[src/rtl/fft_pkg.sv]
// fft_pkg: shared definitions for the 4-point radix-2 DIT FFT sequencer.
//   fft_state_t   : sequencer FSM state encoding
//   N_POINTS      : FFT size (fixed at 4)
//   ADDR_W        : sample/result index width
//   OP_A/OP_B/OP_TW : butterfly operation table, indexed by op number
//   bitrev2       : 2-bit index bit reversal used for the load order
package fft_pkg;

    localparam int N_POINTS = 4;
    localparam int ADDR_W   = 2;

    typedef enum logic [2:0] {
        IDLE   = 3'd0,
        LOAD   = 3'd1,
        ISSUE  = 3'd2,
        WAIT   = 3'd3,
        OUTPUT = 3'd4
    } fft_state_t;

    // Butterfly table, element [k] is op k.
    // Stage 1: (0,1,W0) (2,3,W0); stage 2: (0,2,W0) (1,3,W1).
    localparam logic [3:0][ADDR_W-1:0] OP_A  = {2'd1, 2'd0, 2'd2, 2'd0};
    localparam logic [3:0][ADDR_W-1:0] OP_B  = {2'd3, 2'd2, 2'd3, 2'd1};
    localparam logic [3:0]             OP_TW = 4'b1000;

    function automatic logic [ADDR_W-1:0] bitrev2(input logic [ADDR_W-1:0] v);
        return {v[0], v[1]};
    endfunction

endpackage

[src/rtl/fft_sched.sv]
// fft_sched: sequencing controller for the 4-point radix-2 DIT FFT core.
// Loads samples in bit-reversed order, issues the four butterfly ops over two
// stages with a start/done handshake, then steps the result read index.
//
// Ports:
//   clk, rst        : clock, asynchronous active-high reset
//   ena             : global enable, low freezes all state and kills strobes
//   load_pulse      : input sample strobe from the I/O controller
//   output_pulse    : advance-to-next-result strobe
//   bfly_done       : butterfly unit has written back the current op
//   wr_en, wr_addr  : sample register file write (bit-reversed load count)
//   bfly_start      : one-cycle start strobe for the butterfly unit
//   bfly_a, bfly_b  : operand indices, tw_idx : twiddle select (1 = -j)
//   rd_addr         : result read index, out_valid : results readable
//   busy            : compute phase (ISSUE/WAIT)
//   frame_done      : one-cycle strobe in the first IDLE cycle after a frame
//   overrun         : sticky, load arrived while not accepting samples
//   timeout_err     : sticky, butterfly watchdog expired
//
// Butterfly handshake: bfly_start is high for exactly one cycle (ISSUE) with
// bfly_a/bfly_b/tw_idx already stable; they stay stable until the matching
// bfly_done, which is only honoured in WAIT (a done during ISSUE is dropped).
module fft_sched
    #(
        parameter int N_POINTS     = 4,
        parameter int ADDR_W       = 2,
        parameter int BFLY_TIMEOUT = 15
    )
    (
        input  logic              clk,
        input  logic              rst,
        input  logic              ena,
        input  logic              load_pulse,
        input  logic              output_pulse,
        input  logic              bfly_done,
        output logic              wr_en,
        output logic [ADDR_W-1:0] wr_addr,
        output logic              bfly_start,
        output logic [ADDR_W-1:0] bfly_a,
        output logic [ADDR_W-1:0] bfly_b,
        output logic              tw_idx,
        output logic [ADDR_W-1:0] rd_addr,
        output logic              out_valid,
        output logic              busy,
        output logic              frame_done,
        output logic              overrun,
        output logic              timeout_err
    );

    import fft_pkg::*;

    if (N_POINTS != 4) begin : g_bad_size
        $error("fft_sched supports N_POINTS == 4 only");
    end

    localparam logic [ADDR_W-1:0] LAST_IDX = ADDR_W'(N_POINTS - 1);
    localparam int                WD_W     = (BFLY_TIMEOUT < 2) ? 1 : $clog2(BFLY_TIMEOUT + 1);
    localparam logic [WD_W:0]     WD_LIMIT = (WD_W + 1)'(BFLY_TIMEOUT);

    fft_state_t        state, state_next;
    logic [ADDR_W-1:0] ld_cnt, ld_next;
    logic [ADDR_W-1:0] op_cnt, op_next;
    logic [ADDR_W-1:0] out_cnt, out_next;
    logic [WD_W-1:0]   wd_cnt, wd_next;
    logic [WD_W:0]     wd_plus;
    logic              accept_load;
    logic              load_op;
    logic              set_ovr;
    logic              set_to;
    logic              fdone_next;
    logic              frame_done_q;

    assign wd_plus = {1'b0, wd_cnt} + 1'b1;

    always_ff @(posedge clk or posedge rst) begin
        if (rst) begin
            state        <= IDLE;
            ld_cnt       <= '0;
            op_cnt       <= '0;
            out_cnt      <= '0;
            wd_cnt       <= '0;
            bfly_a       <= '0;
            bfly_b       <= '0;
            tw_idx       <= 1'b0;
            frame_done_q <= 1'b0;
            overrun      <= 1'b0;
            timeout_err  <= 1'b0;
        end else if (ena) begin
            state        <= state_next;
            ld_cnt       <= ld_next;
            op_cnt       <= op_next;
            out_cnt      <= out_next;
            wd_cnt       <= wd_next;
            frame_done_q <= fdone_next;
            // Operands are captured on entry to ISSUE so they are valid
            // alongside bfly_start and hold through WAIT.
            if (load_op) begin
                bfly_a <= OP_A[op_next];
                bfly_b <= OP_B[op_next];
                tw_idx <= OP_TW[op_next];
            end
            if (set_ovr) overrun     <= 1'b1;
            if (set_to)  timeout_err <= 1'b1;
        end
    end

    always_comb begin
        state_next  = state;
        ld_next     = ld_cnt;
        op_next     = op_cnt;
        out_next    = out_cnt;
        wd_next     = wd_cnt;
        accept_load = 1'b0;
        load_op     = 1'b0;
        set_ovr     = 1'b0;
        set_to      = 1'b0;
        fdone_next  = 1'b0;

        case (state)
            IDLE, LOAD: begin
                if (load_pulse) begin
                    accept_load = 1'b1;
                    ld_next     = ld_cnt + 1'b1;
                    state_next  = LOAD;
                    if (ld_cnt == LAST_IDX) begin
                        ld_next    = '0;
                        op_next    = '0;
                        load_op    = 1'b1;
                        state_next = ISSUE;
                    end
                end
            end
            ISSUE: begin
                set_ovr    = load_pulse;
                wd_next    = '0;
                state_next = WAIT;
            end
            WAIT: begin
                set_ovr = load_pulse;
                if (bfly_done) begin
                    if (op_cnt == LAST_IDX) begin
                        op_next    = '0;
                        out_next   = '0;
                        state_next = OUTPUT;
                    end else begin
                        op_next    = op_cnt + 1'b1;
                        load_op    = 1'b1;
                        state_next = ISSUE;
                    end
                end else if ((BFLY_TIMEOUT > 0) && (wd_plus == WD_LIMIT)) begin
                    // Abort the frame; counters restart from zero.
                    set_to     = 1'b1;
                    ld_next    = '0;
                    op_next    = '0;
                    out_next   = '0;
                    wd_next    = '0;
                    state_next = IDLE;
                end else begin
                    wd_next = wd_plus[WD_W-1:0];
                end
            end
            OUTPUT: begin
                set_ovr = load_pulse;
                if (output_pulse) begin
                    if (out_cnt == LAST_IDX) begin
                        out_next   = '0;
                        fdone_next = 1'b1;
                        state_next = IDLE;
                    end else begin
                        out_next = out_cnt + 1'b1;
                    end
                end
            end
            default: begin
                state_next = IDLE;
            end
        endcase
    end

    // wr_en is a zero-latency decode of the load strobe; rst is folded in so
    // every output is low while reset is held.
    assign wr_en      = accept_load & ena & ~rst;
    assign wr_addr    = bitrev2(ld_cnt);
    assign bfly_start = (state == ISSUE) & ena;
    assign busy       = (state == ISSUE) | (state == WAIT);
    assign out_valid  = (state == OUTPUT);
    assign rd_addr    = out_cnt;
    assign frame_done = frame_done_q & ena;

endmodule

[config.mk]
export PLATFORM = sky130hd
export DESIGN_NAME = fft_sched
export DESIGN_NICKNAME = d
export VERILOG_FILES = /design/src/rtl/fft_pkg.sv /design/src/rtl/fft_sched.sv
export SDC_FILE = /design/constraint.sdc
export NUM_CORES = 1
export LEC_CHECK = 0
export CORE_AREA = 4 4 65 67
export CTS_CLUSTER_SIZE = 24
export DETAILED_ROUTE_END_ITERATION = 10
export DIE_AREA = 0 0 69 71
export GPL_ROUTABILITY_DRIVEN = 0
export PLACE_DENSITY = 0.58
export SLEW_MARGIN = 20
export SYNTH_ARGS = -nofsm -noshare
export SYNTH_HDL_FRONTEND = slang
export SYNTH_SLANG_ARGS = --single-unit
[constraint.sdc]
create_clock -name clk -period 2.11 [get_ports clk]
set_input_delay 0.211 -clock clk [delete_from_list [all_inputs] [get_ports clk]]
set_output_delay 0.211 -clock clk [all_outputs]
set_load 0.005 [all_outputs]
### After elaboration in Yosys (flattened, before gate mapping)

Cells that the tools add are included.

| word-level totals | value |
|---|---|
| flip-flop bits (word level) | 21 |
| input port bits | 6 |
| output and inout bits | 16 |

| operators by class | value |
|---|---|
| add/subtract/negate cells | 4 |
| order comparisons | 1 |
| equality and inequality tests | 15 |
| multiplexer cells | 47 |
| bitwise logic cells | 6 |
| reductions and logical operators | 13 |

Operator list:

| cell | count |
|---|---|
| two-way mux 2 bit | 16 |
| two-way mux 3 bit | 6 |
| AND reduction 5 bit | 3 |
| two-way mux 1 bit | 14 |
| one-hot mux 2 bit (2 select lines) | 3 |
| one-hot mux 3 bit (4 select lines) | 1 |
| binary-select mux 2 bit (select 2 bit) | 2 |
| two-way mux 4 bit | 2 |
| != test 2 bit, second input constant | 4 |
| one-hot mux 4 bit (2 select lines) | 1 |
| adder 2 x 1 -> 2 bit, second input constant | 3 |
| equality test 2 bit, second input constant | 3 |
| equality test 3 x 2 -> 1 bit, second input constant | 2 |
| != test 3 bit, second input constant | 2 |
| AND reduction 2 bit | 3 |
| nonzero test 2 bit | 3 |
| adder 4 x 1 -> 5 bit, second input constant | 1 |
| equality test 5 x 4 -> 1 bit, second input constant | 1 |
| bitwise AND 1 bit | 4 |
| equality test 3 x 1 -> 1 bit, second input constant | 1 |
| equality test 3 bit, second input constant | 1 |
| logical NOT 3 bit | 1 |
| < comparator 2 x 3 -> 1 bit, second input constant | 1 |
| AND reduction 3 bit | 1 |
| 7 further kinds | 7 |

### Logic depth before layout (Yosys ltp)

| depth | value |
|---|---|
| depth in word-level cells | 7 |
| mapped depth | 7 |

### Worst setup path before layout

OpenSTA, ideal clock, no wires.

| timing | value |
|---|---|
| path kind | reg2reg |
| from | reg wd_cnt[0] |
| to | reg bfly_b[0] |
| arrival time | 1.622 ns |
| required time | 1.968 ns |
| slack | 0.346 ns |
| cell stages (with the launch flop) | 8 |
| clock period less this slack | 1.764 ns |
| cell sequence | dfrtp_1 -> inv_1 -> ha_1 -> nand2_1 -> a211oi_4 -> nor2_2 -> a221oi_2 -> a31oi_1 |

| on the way | value |
|---|---|
| word-level cells in the longest chain between the ends | 7 |

Ends and longest elaborated chain:

| what | RTL line | RTL |
|---|---|---|
| start: declaration | fft_sched.sv:64 | `logic [WD_W-1:0] wd_cnt, wd_next;` |
| start signal: assignment | fft_sched.sv:93 | `wd_cnt <= wd_next;` |
| adder 4 x 1 -> 5 bit | fft_sched.sv:73 | `assign wd_plus = {1'b0, wd_cnt} + 1'b1;` |
| equality test 5 x 4 -> 1 bit | fft_sched.sv:150 | `end else if ((BFLY_TIMEOUT > 0) && (wd_plus == WD_LIMIT)) begin` |
| two-way mux 2 bit | fft_sched.sv:150 |  |
| two-way mux 2 bit | fft_sched.sv:140 | `if (bfly_done) begin` |
| one-hot mux 2 bit (2 select lines) | fft_sched.sv:119 | `case (state)` |
| binary-select mux 2 bit (select 2 bit) | fft_sched.sv:99 | `bfly_b <= OP_B[op_next];` |
| two-way mux 2 bit (not written as such) | fft_sched.sv:99 |  |
| end signal: assignment | fft_sched.sv:99 |  |
| end: declaration | fft_sched.sv:40 | `output logic [ADDR_W-1:0] bfly_b,` |

No other way between the ends. The select of a mux whose other input is x is not followed.
A chain may end at the register's enable or synchronous reset.

==> results_dict.tcl <==
set metrics [dict create \
    synth_fp_nets 138 \
    synth.distinct_cells 41 \
    powerDensity_nw_per_um2 1000 \
    crit_fanout 5 \
    drt_iter0_drc 38 \
    rsz0062_at_grt "no" \
    synth_area_leaders "dfrtp_1, ha_1, nand2_1" \
    dieArea_um2 4900 \
    p_seq_share_pct 37.3 \
    htreeDepth 1 \
    port_buffers 21 \
    slew_headroom_pct 69.1 \
    num-fill-cells 365 \
    drt_pass1_iterations 4 \
    vdd_drop_max_mv 0.496 \
    yosys_warnings 0 \
    syn_area_um2 1200 \
    antenna_found_initial 0 \
    synth.largest_area_cell "dfrtp_1" \
    fin_setup_tns_ns 0 \
    critPathLaunchType "flop" \
    worst_pin_slew_ns 0.464 \
    grt-ovfl-total 0 \
    cts-buffers-inserted 3 \
    r2r-start "wd_cnt[0]" \
    clockBufferDepth 2 \
    cts_root_buffer "clkbuf_8" \
    path_clk_slew_ns 0.07 \
    cts_sinks 20 \
    cp.required_ns 1.90 \
    grt_max_degree 12 \
    drv_cap 0 \
    final_max_slew_viol_count 0 \
    ff_latch_area_um2 503 \
    finalInstanceArea_um2 1620 \
    grt_usage_pct 12.2 \
    cp-startpoint "wd_cnt[0]" \
    status "finished, final reports clean" \
    finClkSkew_ns 0.00715 \
    drive_gt1_share_pct 19.8 \
    p_clk_share_pct 17.7 \
    fmax_mhz 497 \
    syn-instance-count 127 \
    core_area_um2 3630 \
    critPathArrivalTime_ns 1.80 \
    grt_pass1_vias 1081 \
    switching_power_mw 0.560 \
    vias 1053 \
    period_minus_slack_ns 2.01 \
    final_nets 174 \
    grt_pass1_wl_um 5000 \
    die_h_um 71 \
    p_comb_share_pct 45.1 \
    place_area_um2 1560 \
    drc 0 \
    start_util_pct 33.1 \
    routed_wl_um 2790 \
    synth_seq_cells 20 \
    wire_per_inst_um 13.3 \
    via_per_inst 5.01 \
    dp_hpwl_um 2270 \
    p_leak_nw 0.665 \
    area.growth.synth_to_final_pct 34.9 \
    hold_viol 0 \
    row_count 22 \
    fin_crit_sh_pct 95.4 \
    p_int_mw 1.07 \
    cp-end-kind "output port" \
    seq_area_frac_synth_pct 41.7 \
    ios 22 \
    hold_path_class "input port to async pin" \
    sw_frac_of_total_pct 34.4 \
    antenna_cells 0 \
    clkLatencyLatePin_ns 0.26 \
    path_class "flop to output port" \
    cts_tree "yes" \
    setup_viol 0 \
    utilization_pct 44.6 \
    postSynthAreaPerCell_um2 9.46 \
    multi_input_area_um2 673 \
    ant_nets 0 \
    synth_top_area_share_pct 41.7 \
    reg2reg_depth 8 \
    dieWidth_um 69 \
]
[Yosys cell counts]
cell type  count
a41o_1         1
dfrtp_1       20
o21ai_0        7
o21bai_1       1
o31ai_2        1
a221oi_1       1
and3b_1        1
or3_1          1
buf_2          2
o2bb2ai_1      1
and2_1         1
a31oi_1        2
o22ai_1        1
clkbuf_1       1
nor3b_1        1
nor2_2         1
a211oi_4       1
a21oi_1        8
o31ai_4        1
a221o_1        1
o31ai_1        4
ha_1           5
and3_1         1
a21bo_4        1
nor3_1         5
nand2b_1       7
or2_2          2
nand3b_1       3
o211ai_1       1
or3_2          1
o21ai_2        1
nor2b_1        2
a21o_1         4
nand2_1       13
nor2_1        10
a22o_1         3
a221oi_2       1
buf_4          1
inv_1          4
nand3_1        3
o311ai_0       1
[cell usage in the layout, fill, tap and decap left out, drive strengths merged, types with 4 or more instances in the layout]
master and n:
clkdlybuf4s50 20, dfrtp 20, buf 14, nand2 13, nor2 11, a21oi 8, o21ai 8, nand2b 7
o31ai 6, nor3 5, ha 5, inv 4, a21o 4, clkbuf 4
[through the flow]
| stage | total power, mW | hold slack [ns] | setup WS, ns | cells |
|---|---|---|---|---|
| 2_1_floorplan | 1.00 | 0.175 | 0.346 | 127 |
| 3_3_place_gp | 1.32 | 0.454 | 0.0800 | 206 |
| 3_5_place_dp | 1.34 | 0.466 | 0.0270 | 206 |
| 4_1_cts | 1.64 | 0.287 | 0.0755 | 210 |
| 5_1_grt | 1.77 | 0.330 | 0.0223 | 210 |
| 6_report | 1.63 | 0.276 | 0.0976 | 210 |
[cell families (layout without fill, tap and decap cells)]
family / after synthesis / after routing / synth area share (%)
adders and majority gates: 5 / 5 / 5.21
and+or+nand+nor: 52 / 52 / 22.2
DFF: 20 / 20 / 41.7
buffers and inverters: 8 / 43 / 3.02
AOI/OAI and AO/OA: 42 / 42 / 27.9
[final timing paths]
check,to,slack [ns]
max,bfly_start,0.1
min,op_cnt[0],0.28
max reg2reg,bfly_b[0],0.17
min reg2reg,overrun,0.47
max in group asynchronous,bfly_a[1],1.35
min in group clk,overrun,0.47
[registers in the layout (all words and copies together) (netlist names)]
signal,flops
bfly_a,2
bfly_b,2
overrun,1
frame_done_q,1
timeout_err,1
op_cnt,2
ld_cnt,2
wd_cnt,4
state,3
rd_addr,2
[worst max-delay path: stages (launching register included)]
cell,delay (ns)
dfrtp_2,0.44
inv_1,0.07
ha_1,0.18
nand2_1,0.10
a211oi_4,0.23
o31ai_4,0.08
nor3_1,0.19
dlygate4sd2_1,0.26
[power by group through the flow]
stage | registers [mW] | logic [mW] | clock network [mW]
floorplan | 0.595 | 0.409 | 0
global placement | 0.599 | 0.721 | 0
detailed placement | 0.610 | 0.732 | 0
CTS | 0.603 | 0.734 | 0.302
global route | 0.625 | 0.821 | 0.322
finish | 0.605 | 0.733 | 0.287
[what timing repair did]
| item | CTS | global route |
|---|---|---|
| hold endpoints to repair | 0 | 0 |
| gates resized for setup | 2 | 3 |
| endpoints found under the setup margin | 1 | 4 |
| buffers inserted | 0 | 0 |
| hold buffers | 0 | 0 |
| pin swaps | 1 | 0 |
[cell type report]
| class | instances | share of cell area (%) |
|---|---|---|
| Sequential cell | 20 | 31.0 |
| Multi-Input combinational cell | 99 | 41.5 |
| Inverter | 4 | 0.927 |
| Timing Repair Buffer | 35 | 19.4 |
| Clock buffer | 4 | 3.40 |
| Tap cell | 48 | 3.71 |
[metal layers]
layer	part of all wire (%)	up-vias	GRT usage (%)	wire [um]
met3	4.4	2	3.98	124
met4	0.29	0	2.39	8
met5	0	-	0	0
li1	-	534	-	-
met2	48	18	21.3	1350
met1	47	499	14.7	1310
Power figures use the tool's default switching activity.
